`config.mk`:
```
export PLATFORM = sky130hd
export DESIGN_NAME = serializer
export DESIGN_NICKNAME = d
export VERILOG_FILES = /design/src/rtl/serdes_pkg.sv /design/src/rtl/serializer_hold_buf.sv /design/src/rtl/serializer.sv
export SDC_FILE = /design/constraint.sdc
export NUM_CORES = 1
export LEC_CHECK = 0
export ABC_AREA = 1
export ABC_CLOCK_PERIOD_IN_PS = 1100
export BUFFER_PORTS_ARGS = -buffer_cell sky130_fd_sc_hd__buf_2
export CAP_MARGIN = 0
export CORE_MARGIN = 2
export CORE_UTILIZATION = 30
export CTS_BUF_LIST = sky130_fd_sc_hd__clkbuf_16
export DETAILED_ROUTE_END_ITERATION = 10
export GPL_TIMING_DRIVEN = 0
export PLACE_DENSITY = 0.56
export SYNTH_ARGS = -nofsm -noshare
export SYNTH_HDL_FRONTEND = slang
export SYNTH_SLANG_ARGS = --single-unit
```
`constraint.sdc`:
```
create_clock -name clk -period 1.1 [get_ports clk]
set_input_delay 0.055 -clock clk [delete_from_list [all_inputs] [get_ports clk]]
set_output_delay 0.055 -clock clk [all_outputs]
set_load 0.005 [all_outputs]
```
`src/rtl/serdes_pkg.sv`:
```
// Shared SerDes definitions: FSM state encoding, default word width and the
// even-parity helper used by both the serializer and the deserializer.
package serdes_pkg;

   localparam int DATA_W_DEF   = 8;
   localparam int PARITY_MAX_W = 64;

   typedef enum logic [1:0] {
      IDLE   = 2'd0,
      SHIFT  = 2'd1,
      PARITY = 2'd2
   } state_t;

   // Callers zero-extend narrower words; extra zeros do not change the XOR.
   function automatic logic even_parity(input logic [PARITY_MAX_W-1:0] word);
      return ^word;
   endfunction

endpackage

```
`src/rtl/serializer_hold_buf.sv`:
```
// One-entry holding register in front of the serializer shift stage.
// Ready depends only on the full flag; i_drain empties it when the FSM reloads.
module serializer_hold_buf
   import serdes_pkg::*;
#(
   parameter int DATA_W = DATA_W_DEF
) (
   input  logic              clk,
   input  logic              rst,
   input  logic [DATA_W-1:0] i_data,
   input  logic              i_valid,
   output logic              o_ready,
   input  logic              i_drain,
   output logic [DATA_W-1:0] o_data,
   output logic              o_full
);

   logic [DATA_W-1:0] r_hold;
   logic              r_full;
   logic              w_accept;

   assign w_accept = i_valid & ~r_full;

   always_ff @(posedge clk or posedge rst) begin
      if (rst) begin
         r_hold <= '0;
         r_full <= 1'b0;
      end else begin
         if (w_accept) begin
            r_hold <= i_data;
         end
         // A drain and an accept on the same edge leave the buffer full.
         r_full <= w_accept | (r_full & ~i_drain);
      end
   end

   assign o_ready = ~r_full;
   assign o_data  = r_hold;
   assign o_full  = r_full;

endmodule

```
`src/rtl/serializer.sv`:
```
// Parallel-to-serial transmitter with a one-word holding buffer for gapless
// streaming. Define SERIALIZER_PARITY_EN to append an even-parity bit per word.
module serializer
   import serdes_pkg::*;
#(
   parameter int DATA_W    = DATA_W_DEF,
   parameter bit MSB_FIRST = 1'b1
) (
   input  logic              clk,
   input  logic              rst,
   input  logic [DATA_W-1:0] data_in,
   input  logic              load_valid,
   output logic              load_ready,
   output logic              data_out,
   output logic              frame_start,
   output logic              busy
);

   localparam int                CNT_W    = $clog2(DATA_W);
   localparam logic [CNT_W-1:0]  LAST_BIT = CNT_W'(DATA_W - 1);

   state_t            r_state;
   logic [DATA_W-1:0] r_shift;
   logic [CNT_W-1:0]  r_bit_cnt;
   logic              r_data_out;
   logic              r_frame_start;
   logic              r_busy;
`ifdef SERIALIZER_PARITY_EN
   logic              r_parity;
`endif

   logic [DATA_W-1:0] w_hold_data;
   logic              w_hold_full;
   logic              w_drain;
   logic              w_last_bit;
   logic              w_first_bit;
   logic              w_next_bit;
   logic [DATA_W-1:0] w_shift_nxt;

   serializer_hold_buf #(
      .DATA_W (DATA_W)
   ) u_hold_buf (
      .clk     (clk),
      .rst     (rst),
      .i_data  (data_in),
      .i_valid (load_valid),
      .o_ready (load_ready),
      .i_drain (w_drain),
      .o_data  (w_hold_data),
      .o_full  (w_hold_full)
   );

   assign w_last_bit = (r_state == SHIFT) && (r_bit_cnt == LAST_BIT);

   // Draining the buffer and loading the shift register are the same event.
`ifdef SERIALIZER_PARITY_EN
   assign w_drain = w_hold_full && ((r_state == IDLE) || (r_state == PARITY));
`else
   assign w_drain = w_hold_full && ((r_state == IDLE) || w_last_bit);
`endif

   always_comb begin
      w_first_bit = 1'b0;
      w_next_bit  = 1'b0;
      w_shift_nxt = '0;
      if (MSB_FIRST) begin
         w_first_bit = w_hold_data[DATA_W-1];
         w_next_bit  = r_shift[DATA_W-2];
         w_shift_nxt = {r_shift[DATA_W-2:0], 1'b0};
      end else begin
         w_first_bit = w_hold_data[0];
         w_next_bit  = r_shift[1];
         w_shift_nxt = {1'b0, r_shift[DATA_W-1:1]};
      end
   end

   always_ff @(posedge clk or posedge rst) begin
      if (rst) begin
         r_state       <= IDLE;
         r_shift       <= '0;
         r_bit_cnt     <= '0;
         r_data_out    <= 1'b0;
         r_frame_start <= 1'b0;
         r_busy        <= 1'b0;
`ifdef SERIALIZER_PARITY_EN
         r_parity      <= 1'b0;
`endif
      end else begin
         r_frame_start <= 1'b0;
         if (w_drain) begin
            // The first bit goes out on the loading edge itself.
            r_state       <= SHIFT;
            r_shift       <= w_hold_data;
            r_bit_cnt     <= '0;
            r_data_out    <= w_first_bit;
            r_frame_start <= 1'b1;
            r_busy        <= 1'b1;
`ifdef SERIALIZER_PARITY_EN
            r_parity      <= even_parity(PARITY_MAX_W'(w_hold_data));
`endif
         end else begin
            case (r_state)
               SHIFT: begin
                  if (!w_last_bit) begin
                     r_data_out <= w_next_bit;
                     r_shift    <= w_shift_nxt;
                     r_bit_cnt  <= r_bit_cnt + 1'b1;
                  end else begin
`ifdef SERIALIZER_PARITY_EN
                     r_state    <= PARITY;
                     r_data_out <= r_parity;
`else
                     r_state    <= IDLE;
                     r_data_out <= 1'b0;
                     r_busy     <= 1'b0;
                     r_bit_cnt  <= '0;
`endif
                  end
               end
               default: begin
                  r_state    <= IDLE;
                  r_data_out <= 1'b0;
                  r_busy     <= 1'b0;
                  r_bit_cnt  <= '0;
               end
            endcase
         end
      end
   end

   assign data_out    = r_data_out;
   assign frame_start = r_frame_start;
   assign busy        = r_busy;

endmodule

```
# [Word-level counts from Yosys, hierarchy flattened]
# Index checks and enable logic that the tools add are counted.
# Widths: inputs -> output; s select.
[totals] inputBits=11 word_cells=40 out_inout_bits=4 register_bits=24
[classes] n_mux=16 n_reduce_logical=6 bitwise_logic=5 addsub=1 n_eq_ne=4
[op_table] operator="$mux 7" n=3
[op_table] operator="$mux 3" n=3
[op_table] operator="$mux 1" n=7
[op_table] operator="$mux 2" n=3
[op_table] operator="$add 3x1->3 const B" n=1
[op_table] operator="$eq 3x3->1 const B" n=1
[op_table] operator="$ne 3x2->1 const B" n=1
[op_table] operator="$and 1x1->1" n=2
[op_table] operator="$eq 2x1->1 const B" n=1
[op_table] operator="$logic_and 1x1->1" n=2
[op_table] operator="$logic_not 2->1" n=1
[op_table] operator="$ne 2x1->1 const B" n=1
[op_table] operator="$not 1->1" n=2
[op_table] operator="$reduce_and 2->1" n=1
[op_table] operator="$reduce_bool 2->1" n=1
[op_table] operator="$logic_or 1x1->1" n=1
[op_table] operator="$or 1x1->1" n=1

# [Depth between registers and ports, before layout]
# Gate-level depths: netlist (run 1).
[depth] ltp_word=7 depth_mapped=7 mapped_depth_nobuf=6

# [Cells and area by module]
# From an unflattened synthesis (run 1), not the netlist that was laid out.
[unflattened] hier_cells=100 area_unflattened_um2=945.9
[by_module_without_submodules] module="serializer" n_inst=1 area_each_um2=570.5 seq_area_each_um2=325.3 cells_each=61
[by_module_without_submodules] module="serializer_hold_buf" n_inst=1 area_each_um2=375.4 seq_area_each_um2=225.2 cells_each=39

# [Least setup slack after synthesis (run 1)]
# Ideal clock, no wire load.
[synth_timing] kind="reg-to-reg" startpoint="register r_bit_cnt[0]" endpoint="register r_shift[4]" path_slack_ps=-133 period_less_slack_ps=1233 stages_incl_launch_ff=8 path_buffers=1 required_ps=976 arrival_time_ps=1108 setup_ps=124 cell_sequence="dfrtp_1 ha_1 ha_1 inv_1 nand2_2 buf_6 nand3_1 nand3_1"
[synth_via] elab_chain_len=6 word_cells_on_any_way=8 cone_classes="eq/ne (2); mux (1); reduce/logical (5)"
[synth_lines] element="start: declaration" line_no="serializer.sv:24" text="logic [CNT_W-1:0] r_bit_cnt;"
[synth_lines] element="start signal: assignment" line_no="serializer.sv:107" text="r_bit_cnt <= r_bit_cnt + 1'b1;"
[synth_lines] element="$eq 3x3->1 (*)" line_no="serializer.sv:53" text="assign w_last_bit = (r_state == SHIFT) && (r_bit_cnt == LAST_BIT);"
[synth_lines] element="$logic_and 1x1->1 (*)" line_no="serializer.sv:53"
[synth_lines] element="$logic_or 1x1->1" line_no="serializer.sv:59" text="assign w_drain = w_hold_full && ((r_state == IDLE) || w_last_bit);"
[synth_lines] element="$logic_and 1x1->1" line_no="serializer.sv:59"
[synth_lines] element="$ne 2x1->1 (no line) or $reduce_bool 2->1 (tied branches)"
[synth_lines] element="$reduce_and 2->1 (no line)"
[synth_lines] element="end signal: assignment" line_no="serializer.sv:93" text="r_shift <= w_hold_data;"
[synth_lines] element="end signal: assignment" line_no="serializer.sv:106" text="r_shift <= w_shift_nxt;"
[synth_lines] element="end: declaration" line_no="serializer.sv:23" text="logic [DATA_W-1:0] r_shift;"
# Mark *: on every way between the ends. The rest lies on a longest branch, timed or not.
# A chain may end at the register's enable or synchronous reset.

# [Worst setup path in the final report (run 1)]
[layout_timing] startpoint="register r_bit_cnt[0]" endpoint="register r_shift[2]"
# The elaborated chain is that of the path after synthesis.

==> metrics.md, run 1 <==
| Metric | Value |
|---|---|
| DP Wirelength | `1180 um` |
| DIE AREA | `3720 um^2` |
| Largest net degree at the start of global routing | `23` |
| Global route overflow | `0` |
| Synth warn | `0` |
| Lkg Pwr | `0.657 nW` |
| Worst hold path type | `primary input to asynchronous set/reset pin` |
| Later-pin clock latency in the skew report | `250 ps` |
| P&R area growth vs syn | `32.6%` |
| Via Count | `747` |
| WHS | `-46.7 ps` |
| Final Instance Area | `1290 um^2` |
| CTS tree | `done` |
| Fin nets | `139` |
| Worst-path clk slew | `60 ps` |
| Post-detailed-route wirelength per cell | `10.5 um` |
| Post-synth EDFFs | `0` |
| Drt first pass iters | `4` |
| Failing checks | `hold timing, setup timing` |
| FF-to-FF path depth | `7` |
| Seq/Total Area, Yosys | `56.5%` |
| H-tree depth | `1` |
| Final core occ | `42.0%` |
| Clock sink count | `22` |
| Max-Slew Margin vs Limit | `45.8%` |
| DRT met1 WL | `802 um` |
| Max clock buf depth | `2` |
| # IOs | `15` |
| CORE AREA | `3080 um^2` |
| Type of the worst setup path | `flop to flop` |
| Part of the power in combinational logic | `42.1%` |
| FF-to-FF setup slack | `-130 ps` |
| Pre-CTS setup slack | `-143 ps` |
| Critical Path Fanout Max | `10` |
| DP Area | `1110 um^2` |
| Clock share of power | `20.9%` |
| Net Sw Frac | `33.3%` |
| DIE WIDTH | `61 um` |
| Syn avg cell area | `9.95 um^2` |
| Residual DRC count | `0` |
| Crit path capture | `r_shift[2]` |
| Setup-failing EPs final | `14` |
| Filler Cells Inserted | `297` |
| Yosys top cell area share | `56.5%` |
| Status | `finished with violations` |
| Vias in the first global route | `653` |
| Drt initial violations | `30` |
| Initial antenna violation count | `0` |
| Total GRT Usage | `10.6%` |
| Share of layout cells above drive strength 1 | `36.3%` |
| Antenna cells | `0` |
| Vias/cell | `4.45` |
| Worst Slack Setup Final | `-130 ps` |
| Drt total wl | `1760 um` |
| Crit. End Element | `flop` |
| Post-synth top flop | `dfrtp_1` |
| Initial core utilization | `31.7%` |
| RSZ-0062 raised after global routing | `yes` |
| Setup crit start | `r_bit_cnt[0]` |
| Net switching power | `0.00119 W` |
| Max Clock Freq | `813 MHz` |
| MaxCap Viol Count | `0` |
| Ranking of synthesized cells by area | `dfrtp_1 (56%), nand3_1 (13%), nand2_1 (8.9%), buf_6 (3.5%), inv_1 (2.7%)` |
| Routability cong. | `0.718` |
| Reg-to-Reg End | `r_shift[2]` |
| Pwr Density | `2770 nW/um^2` |
| Clk root buf | `clkbuf_16` |
| Max Used Layer | `met4` |
| Count leader, synth | `nand3_1` |
| Peak VDD IR | `0.937 mV` |
| First-pass GRT wire length | `2850 um` |
| Met3 Wirelength | `69 um` |
| Arr. time, crit path | `1370 ps` |
| Final ANT Viol Nets | `0` |
| Slew Limit Fails | `0` |
| Worst flop-to-flop path startpoint | `r_bit_cnt[0]` |
| Yosys cell types | `17` |
| Sequential cell area | `551 um^2` |
| Async set-reset flop share out of synthesis | `100%` |
| Die Ht | `61 um` |
| Final min period | `1230 ps` |
| Syn Std Cell Area | `975 um^2` |
| IO buf count | `13` |
| Worst EP required | `1240 ps` |
| Clock Skews | `3.20 ps` |
| Int Pwr | `0.00238 W` |
| Cts bufs inserted | `3` |
| Area of the multi-input gates | `362 um^2` |
| Crit share post-route | `112%` |
| Synth area leader | `dfrtp_1` |
| Net Count, Synth | `111` |
| Reg power frac | `37.0%` |
| Startpoint types | `flop` |
| Synth cell count leaders | `nand3_1 (25), nand2_1 (23), dfrtp_1 (22)` |
| Wire length on met2 | `835 um` |
| Yosys reg bits | `22` |
| Tightest Pin Transition | `813 ps` |
| Row count | `20` |
| Mapped Cells | `98` |
| Count of final hold-check violations | `22` |
kinds of logic (layout without fill, tap and decap cells):
logic type               count (synthesis)  count (layout)  share of synthesized area, %
flip-flops                              22              22                          56.5
AO/OA/AOI/OAI                            3               3                          1.54
AND/OR/NAND/NOR                         58              58                          29.3
buffers and inverters                   13              39                          10.1
adder cells (fa/ha/maj)                  2               2                          2.57
metrics by stage:
stage | TNS (ps) | total power, W | instances
floorplan | -427 | 0.00223 | 98
global placement | -971 | 0.00248 | 155
detailed placement | -1120 | 0.00252 | 155
CTS | -1350 | 0.00333 | 158
global route | -1780 | 0.00383 | 168
finish | -1080 | 0.00358 | 168
what timing repair did:
action                                 in CTS  in global routing
resized for setup                           3                  3
cloned                                      0                  0
setup buffers                               0                 10
setup endpoints to repair                  14                 15
endpoints found under the hold margin      22                  0
pin swaps                                   0                  0
worst max-delay path, cell delays in order, from the launching register on:
cell     delay [ps]
dfrtp_1         380
ha_2            190
ha_4            170
inv_2            50
nand2_2          50
buf_6           140
nand3_1          70
nand3_1          70
cells in the final DEF, fill, tap and decap left out:
cell	Yosys	layout
o21ai_1	1	1
clkinv_8	0	1
o21ai_2	0	1
buf_2	0	12
buf_12	1	1
ha_4	0	1
inv_2	0	1
buf_4	1	11
nand2_8	1	1
nand3_1	25	23
nor2_1	4	3
clkbuf_16	0	3
inv_1	7	6
buf_6	3	4
nor2_4	0	1
nor2_2	1	1
dfrtp_1	22	22
nand2_1	23	23
nand3_2	2	4
ha_2	0	1
nand2_2	2	2
a21oi_1	1	1
sequential cells by signal, indices dropped and copies added, names as in the netlist:
signal / flops
data_out: 1
u_hold_buf.o_full: 1
frame_start: 1
r_shift: 7
r_bit_cnt: 3
u_hold_buf.o_data: 8
r_state: 1
how the worst min path moves through the flow:
stage                           end  from
6_report       u_hold_buf.o_data[5]   rst
5_1_grt        u_hold_buf.o_data[5]   rst
4_1_cts        u_hold_buf.o_data[5]   rst
3_5_place_dp   u_hold_buf.o_data[0]   rst
3_3_place_gp   u_hold_buf.o_data[0]   rst
2_1_floorplan              data_out   rst
power by group through the flow:
stage,registers [W],logic (W),clock network (W)
2_1_floorplan,0.00130,0.000934,0
3_3_place_gp,0.00132,0.00116,0
3_5_place_dp,0.00133,0.00119,0
4_1_cts,0.00132,0.00125,0.000759
5_1_grt,0.00136,0.00166,0.000809
6_report,0.00132,0.00151,0.000747
layer usage:
metal	up-vias	global-route usage [%]
met3	5	1.28
li1	372	-
met1	350	12.5
met4	0	7.45
met2	20	18.0
met5	-	0
area by class of cell:
cell class                 instances  share of cell area [%]
multi-input combinational         63                    28.0
inverter                           8                    3.29
buffer                             5                    4.74
clock buffer                       3                    5.81
sequential                        22                    42.6
tap                               44                    4.26
timing repair buffer              23                    11.3
(Power assumes the default switching activity.)
==> run 2, diff against run 1 <==
--- a/config.mk
+++ b/config.mk
@@ -6,7 +6,7 @@
 export NUM_CORES = 1
 export LEC_CHECK = 0
 export ABC_AREA = 1
-export ABC_CLOCK_PERIOD_IN_PS = 1100
+export ABC_CLOCK_PERIOD_IN_PS = 1600
 export BUFFER_PORTS_ARGS = -buffer_cell sky130_fd_sc_hd__buf_2
 export CAP_MARGIN = 0
 export CORE_MARGIN = 2
@@ -14,7 +14,7 @@
 export CTS_BUF_LIST = sky130_fd_sc_hd__clkbuf_16
 export DETAILED_ROUTE_END_ITERATION = 10
 export GPL_TIMING_DRIVEN = 0
-export PLACE_DENSITY = 0.56
+export PLACE_DENSITY = 0.55
 export SYNTH_ARGS = -nofsm -noshare
 export SYNTH_HDL_FRONTEND = slang
 export SYNTH_SLANG_ARGS = --single-unit
==> constraint.sdc (replaced) <==
create_clock -name clk -period 1.6 [get_ports clk]
set_input_delay 0.08 -clock clk [delete_from_list [all_inputs] [get_ports clk]]
set_output_delay 0.08 -clock clk [all_outputs]
set_load 0.005 [all_outputs]
==> metrics.md, run 2 (synthesis results as in run 1) <==
| Metric | Value |
|---|---|
| Post-detailed-route wirelength per cell | `10.5 um (+0.38%)` |
| First-pass GRT wire length | `2880 um (+0.98%)` |
| Setup TNS | `0 ps (+1080 ps)` |
| Failing checks | `hold timing` |
| H-tree depth | `1 (unchanged)` |
| Post-CTS setup repair buffer count | `0 (unchanged)` |
| Clock sink count | `22 (unchanged)` |
| Worst Slack Setup Final | `290 ps (+420 ps)` |
| Final ANT Viol Nets | `0 (unchanged)` |
| RSZ-0062 raised after global routing | `no` |
| Drt initial violations | `14 (-53%)` |
| Max-Slew Margin vs Limit | `44.5% (-1.3 points)` |
| CTS tree | `done` |
| Critical Path Fanout Max | `10 (unchanged)` |
| Vias in the first global route | `641 (-1.8%)` |
| Initial core utilization | `31.7% (unchanged)` |
| Max reg flops | `8 (unchanged)` |
| Hold-fix buffers, CTS | `0` |
| Crit share post-route | `81.9% (-30 points)` |
| Max Clock Freq | `764 MHz (-6.1%)` |
| Pre-CTS setup slack | `289 ps (+432 ps)` |
| Clock Skews | `5.49 ps (+2.30 ps)` |
| Row count | `20 (unchanged)` |
| Type of the worst setup path | `flop to flop` |
| # IOs | `15 (unchanged)` |
| Peak VDD IR | `0.633 mV (-33%)` |
| Routability cong. | `0.736 (+2.5%)` |
| FF-to-FF path depth | `7 (unchanged)` |
| Share of layout cells above drive strength 1 | `24.3% (-12 points)` |
| Reg-to-Reg End | `r_shift[3]` |
| Later-pin clock latency in the skew report | `250 ps (about the same)` |
| Cts bufs inserted | `3 (unchanged)` |
| Worst flop-to-flop path startpoint | `r_bit_cnt[0]` |
| CORE AREA | `3080 um^2 (unchanged)` |
| DP Wirelength | `1170 um (-0.58%)` |
| Residual DRC count | `0 (unchanged)` |
| Initial antenna violation count | `0 (unchanged)` |
| Largest net degree at the start of global routing | `23 (unchanged)` |
| Vias/cell | `4.28 (-3.7%)` |
| Drt total wl | `1670 um (-5.0%)` |
| P&R area growth vs syn | `20.4%` |
| # resized after CTS | `0 (-3)` |
| WHS | `-15.7 ps (+31.0 ps)` |
| DIE AREA | `3720 um^2 (unchanged)` |
| Crit. End Element | `flop` |
| Antenna cells | `0 (unchanged)` |
| Final min period | `1310 ps (+79.7 ps)` |
| Arr. time, crit path | `1450 ps (+80 ps)` |
| Startpoint types | `flop` |
| Filler Cells Inserted | `314 (+5.7%)` |
| Die Ht | `61 um (unchanged)` |
| Worst EP required | `1740 ps (+500 ps)` |
| Worst-path clk slew | `60 ps (about the same)` |
| Tightest Pin Transition | `832 ps (+18.8 ps)` |
| Total GRT Usage | `10.7% (+0.098 points)` |
| Most common cell after layout, fill and taps aside | `nand3_1` |
| Status | `finished with violations` |
| Fin nets | `129 (-7.2%)` |
| Via Count | `681 (-8.8%)` |
| MaxCap Viol Count | `0 (unchanged)` |
| Lkg Pwr | `0.606 nW (-7.8%)` |
| Global route overflow | `0 (unchanged)` |
| Worst hold path type | `primary input to asynchronous set/reset pin` |
| Count of final hold-check violations | `22 (unchanged)` |
| Drt first pass iters | `4 (unchanged)` |
| DIE WIDTH | `61 um (unchanged)` |
| IO buf count | `13 (unchanged)` |
| Slew Limit Fails | `0 (unchanged)` |
| Setup-failing EPs final | `0 (-14)` |
| Commonest cells after routing, fill and taps aside | `nand3_1 (25), nand2_1 (23), dfrtp_1 (22)` |
| Pwr Density | `1860 nW/um^2 (-33%)` |
| Clk root buf | `clkbuf_16` |
| FF-to-FF setup slack | `290 ps (+420 ps)` |
| Max clock buf depth | `2 (unchanged)` |
run 2: worst max-delay path by stage:
stage                       from    endpoint  slack, ps
detailed placement  r_bit_cnt[0]  r_shift[5]        290
global placement    r_bit_cnt[0]  r_shift[5]        300
floorplan           r_bit_cnt[0]  r_shift[4]        370
CTS                 r_bit_cnt[0]  r_shift[3]        270
finish              r_bit_cnt[0]  r_shift[3]        290
global route        r_bit_cnt[0]  r_shift[1]        210
run 2: worst max-delay path: stages (launching register included):
cell and delay, ps:
dfrtp_1 370, ha_1 200, ha_1 200, inv_1 70, nand2_2 60, buf_6 140, nand3_1 70, nand3_1 80
run 2: report_power, final:
part | internal (W) | switching, W | total (W)
Combinational | 0.000325 | 0.000444 | 0.000769
Sequential | 0.000789 | 0.000104 | 0.000893
Clock | 0.000333 | 0.000190 | 0.000523
Total | 0.00145 | 0.000738 | 0.00219
run 2: area by class of cell:
cell class / count / area [um^2] / share of cell area (%)
plain buffers: 5 / 61.3 / 5.22
clock buffers: 3 / 75.1 / 6.40
clock inverters: 1 / 3.75 / 0.320
inverters: 8 / 37.5 / 3.20
multi-input cells: 63 / 325 / 27.7
flip-flops and latches: 22 / 551 / 46.9
well taps: 44 / 55.1 / 4.69
repair buffers: 13 / 65.1 / 5.54
run 2: per-stage QoR:
stage	util [%]	area, um^2	instances	total power (W)
CTS	38.1	1170	159	0.00222
floorplan	-	975	98	0.00150
global route	38.1	1170	159	0.00237
global placement	35.6	1090	155	0.00167
finish	38.1	1170	159	0.00219
detailed placement	35.6	1090	155	0.00169
run 2: layer usage:
layer  up-vias  part of all wire, %  track usage [%]
li1        347                    -                -
met1       313                   48             13.8
met2        16                   45             16.9
met3         5                  3.2             1.28
met4         0                  2.9             7.45
met5         -                    0                0
==> run 3, diff against run 2 <==
--- a/config.mk
+++ b/config.mk
@@ -6,7 +6,7 @@
 export NUM_CORES = 1
 export LEC_CHECK = 0
 export ABC_AREA = 1
-export ABC_CLOCK_PERIOD_IN_PS = 1600
+export ABC_CLOCK_PERIOD_IN_PS = 1140
 export BUFFER_PORTS_ARGS = -buffer_cell sky130_fd_sc_hd__buf_2
 export CAP_MARGIN = 0
 export CORE_MARGIN = 2
@@ -14,7 +14,7 @@
 export CTS_BUF_LIST = sky130_fd_sc_hd__clkbuf_16
 export DETAILED_ROUTE_END_ITERATION = 10
 export GPL_TIMING_DRIVEN = 0
-export PLACE_DENSITY = 0.55
+export PLACE_DENSITY = 0.56
 export SYNTH_ARGS = -nofsm -noshare
 export SYNTH_HDL_FRONTEND = slang
 export SYNTH_SLANG_ARGS = --single-unit
==> constraint.sdc (replaced) <==
create_clock -name clk -period 1.14 [get_ports clk]
set_input_delay 0.057 -clock clk [delete_from_list [all_inputs] [get_ports clk]]
set_output_delay 0.057 -clock clk [all_outputs]
set_load 0.005 [all_outputs]
==> metrics.md, run 3 (synthesis results as in run 1) <==
| Metric | Value |
|---|---|
| Finished Layout Cells | `167 (+5.0%)` |
| Row count | `20 (unchanged)` |
| Worst flop-to-flop path startpoint | `r_bit_cnt[0]` |
| Routability cong. | `0.714 (-3.0%)` |
| P&R area growth vs syn | `31.7%` |
| Max-Slew Margin vs Limit | `68.5% (+24 points)` |
| Worst Slack Setup Final | `-111 ps (-402 ps)` |
| # IOs | `15 (unchanged)` |
| Vias/cell | `4.32 (+0.94%)` |
| Commonest cells after routing, fill and taps aside | `nand3_1 (25), nand2_1 (23), dfrtp_1 (22)` |
| Fin nets | `138 (+7.0%)` |
| Total GRT Usage | `11.0% (+0.26 points)` |
| Net Sw Frac | `33.1% (-0.70 points)` |
| Net switching power | `0.00111 W (+51%)` |
| Pwr Density | `2620 nW/um^2 (+41%)` |
| Slowest-stage cell, CP | `dfrtp_1` |
| Vias in the first global route | `631 (-1.6%)` |
| Int Pwr | `0.00225 W (+56%)` |
| Later-pin clock latency in the skew report | `250 ps (about the same)` |
| CORE AREA | `3080 um^2 (unchanged)` |
| MaxCap Viol Count | `0 (unchanged)` |
| Final ANT Viol Nets | `0 (unchanged)` |
| Initial core utilization | `31.7% (unchanged)` |
| Max reg flops | `8 (unchanged)` |
| Most used cell, CP | `nand3_1` |
| Crit share post-route | `110% (+28 points)` |
| Most common cell after layout, fill and taps aside | `nand3_1` |
| RSZ-0062 raised after global routing | `yes` |
| Tightest Pin Transition | `472 ps (-360 ps)` |
| Peak VDD IR | `0.861 mV (+36%)` |
| CP max stage delay | `380 ps (about the same)` |
| First-pass GRT wire length | `2860 um (-0.49%)` |
| Initial antenna violation count | `0 (unchanged)` |
| Final Instance Area | `1280 um^2 (+9.4%)` |
| Max clock buf depth | `2 (unchanged)` |
| Worst path cell trace | `ha_2 > ha_4 > inv_2 > nand2_4 > buf_6 > nand3_1 > nand3_1` |
| Worst EP required | `1270 ps (-470 ps)` |
| Final min period | `1250 ps (-58.2 ps)` |
| Antenna cells | `0 (unchanged)` |
| IO buf count | `13 (unchanged)` |
| Worst-path clk slew | `50 ps (about the same)` |
| Via Count | `722 (+6.0%)` |
| Type of the worst setup path | `flop to flop` |
| Count of final hold-check violations | `0 (-100%)` |
| Startpoint types | `flop` |
| DP Wirelength | `1190 um (+1.3%)` |
| Drt initial violations | `9 (-5)` |
| Max Clock Freq | `799 MHz (+4.7%)` |
| Crit. End Element | `flop` |
| Largest net degree at the start of global routing | `23 (unchanged)` |
| DIE AREA | `3720 um^2 (unchanged)` |
| CTS tree | `done` |
| WHS | `31.6 ps (+47.2 ps)` |
| Global route overflow | `0 (unchanged)` |
| H-tree depth | `1 (unchanged)` |
| Clock share of power | `21.0% (-2.9 points)` |
| Critical Path Fanout Max | `10 (unchanged)` |
| Placed Instances | `155 (unchanged)` |
| Status | `finished with violations` |
| Setup crit start | `r_bit_cnt[0]` |
| Arr. time, crit path | `1390 ps (-60 ps)` |
| Cts bufs inserted | `3 (unchanged)` |
| Drt first pass iters | `3 (-1)` |
| DIE WIDTH | `61 um (unchanged)` |
| Lkg Pwr | `0.648 nW (+6.9%)` |
| Clock sink count | `22 (unchanged)` |
| Die Ht | `61 um (unchanged)` |
| DP Area | `1110 um^2 (+1.4%)` |
| Drt total wl | `1750 um (+4.8%)` |
| Clk root buf | `clkbuf_16` |
| Share of layout cells above drive strength 1 | `33.3% (+9.0 points)` |
| FF-to-FF setup slack | `-110 ps (-400 ps)` |
| Reg-to-Reg End | `r_shift[5]` |
| Part of the power in combinational logic | `41.1% (+5.9 points)` |
| Residual DRC count | `0 (unchanged)` |
| Crit path capture | `r_shift[5]` |
| FF-to-FF path depth | `7 (unchanged)` |
| Reg power frac | `37.9% (-3.0 points)` |
| Clock Skews | `2.92 ps (-2.57 ps)` |
| Setup-failing EPs final | `10 (+10)` |
| Post-detailed-route wirelength per cell | `10.5 um (-0.18%)` |
| Worst hold path type | `primary input to flop` |
| Failing checks | `setup timing` |
| Slew Limit Fails | `0 (unchanged)` |
[run 3: layout make-up]
cell class,count,area (um^2)
Fill cell,318,1790
Sequential cell,22,551
Multi-Input combinational cell,63,350
Timing Repair Buffer,22,145
Clock buffer,3,75.1
Buffer,5,61.3
Tap cell,44,55.1
Inverter,8,46.3
[run 3: through the flow]
step | util (%) | setup TNS, ps | total power [W] | setup WS [ps]
2_1_floorplan | - | -119 | 0.00214 | -19.8
3_3_place_gp | 36.1 | -614 | 0.00238 | -88.2
3_5_place_dp | 36.1 | -746 | 0.00242 | -99.1
4_1_cts | 39.7 | -922 | 0.00324 | -112
5_1_grt | 41.7 | -1510 | 0.00362 | -179
6_report | 41.7 | -739 | 0.00336 | -111
[run 3: critical path: cells and delay by family, from the launching register on]
| kind | cells | cell delay, ps |
|---|---|---|
| adder cells (fa/ha/maj) | 2 | 350 |
| buffers and inverters | 2 | 200 |
| flip-flops | 1 | 380 |
| AND/OR/NAND/NOR | 3 | 220 |
[run 3: what timing repair did]
action / CTS / global route
gates cloned: 1 / 0
pin swaps: 0 / 1
endpoints found under the hold margin: 22 / 0
buffers inserted: 0 / 7
hold buffers: 1 / 0
endpoints found under the setup margin: 11 / 37
gates resized for setup: 6 / 2
[run 3: power groups by stage]
stage / Sequential [W] / Combinational, W / Clock (W)
6_report: 0.00127 / 0.00138 / 0.000706
2_1_floorplan: 0.00125 / 0.000890 / 0
3_3_place_gp: 0.00127 / 0.00111 / 0
4_1_cts: 0.00127 / 0.00124 / 0.000727
3_5_place_dp: 0.00128 / 0.00114 / 0
5_1_grt: 0.00130 / 0.00154 / 0.000776
[run 3: per-layer routing]
| layer | track usage, % | part of all wire [%] |
|---|---|---|
| met1 | 13.7 | 45 |
| met2 | 17.2 | 49 |
| met3 | 2.13 | 4.0 |
| met4 | 7.45 | 2.0 |
| met5 | 0 | 0 |
[run 3: how the worst min path moves through the flow]
stage          cells past startpoint  slack (ps)        from                    to
5_1_grt                            3          40  data_in[3]  u_hold_buf.o_data[3]
2_1_floorplan                      1          50         rst              data_out
6_report                           3          30  data_in[2]  u_hold_buf.o_data[2]
4_1_cts                            3          30  data_in[1]  u_hold_buf.o_data[1]
3_3_place_gp                       2         250         rst  u_hold_buf.o_data[0]
3_5_place_dp                       2         260         rst          r_bit_cnt[0]
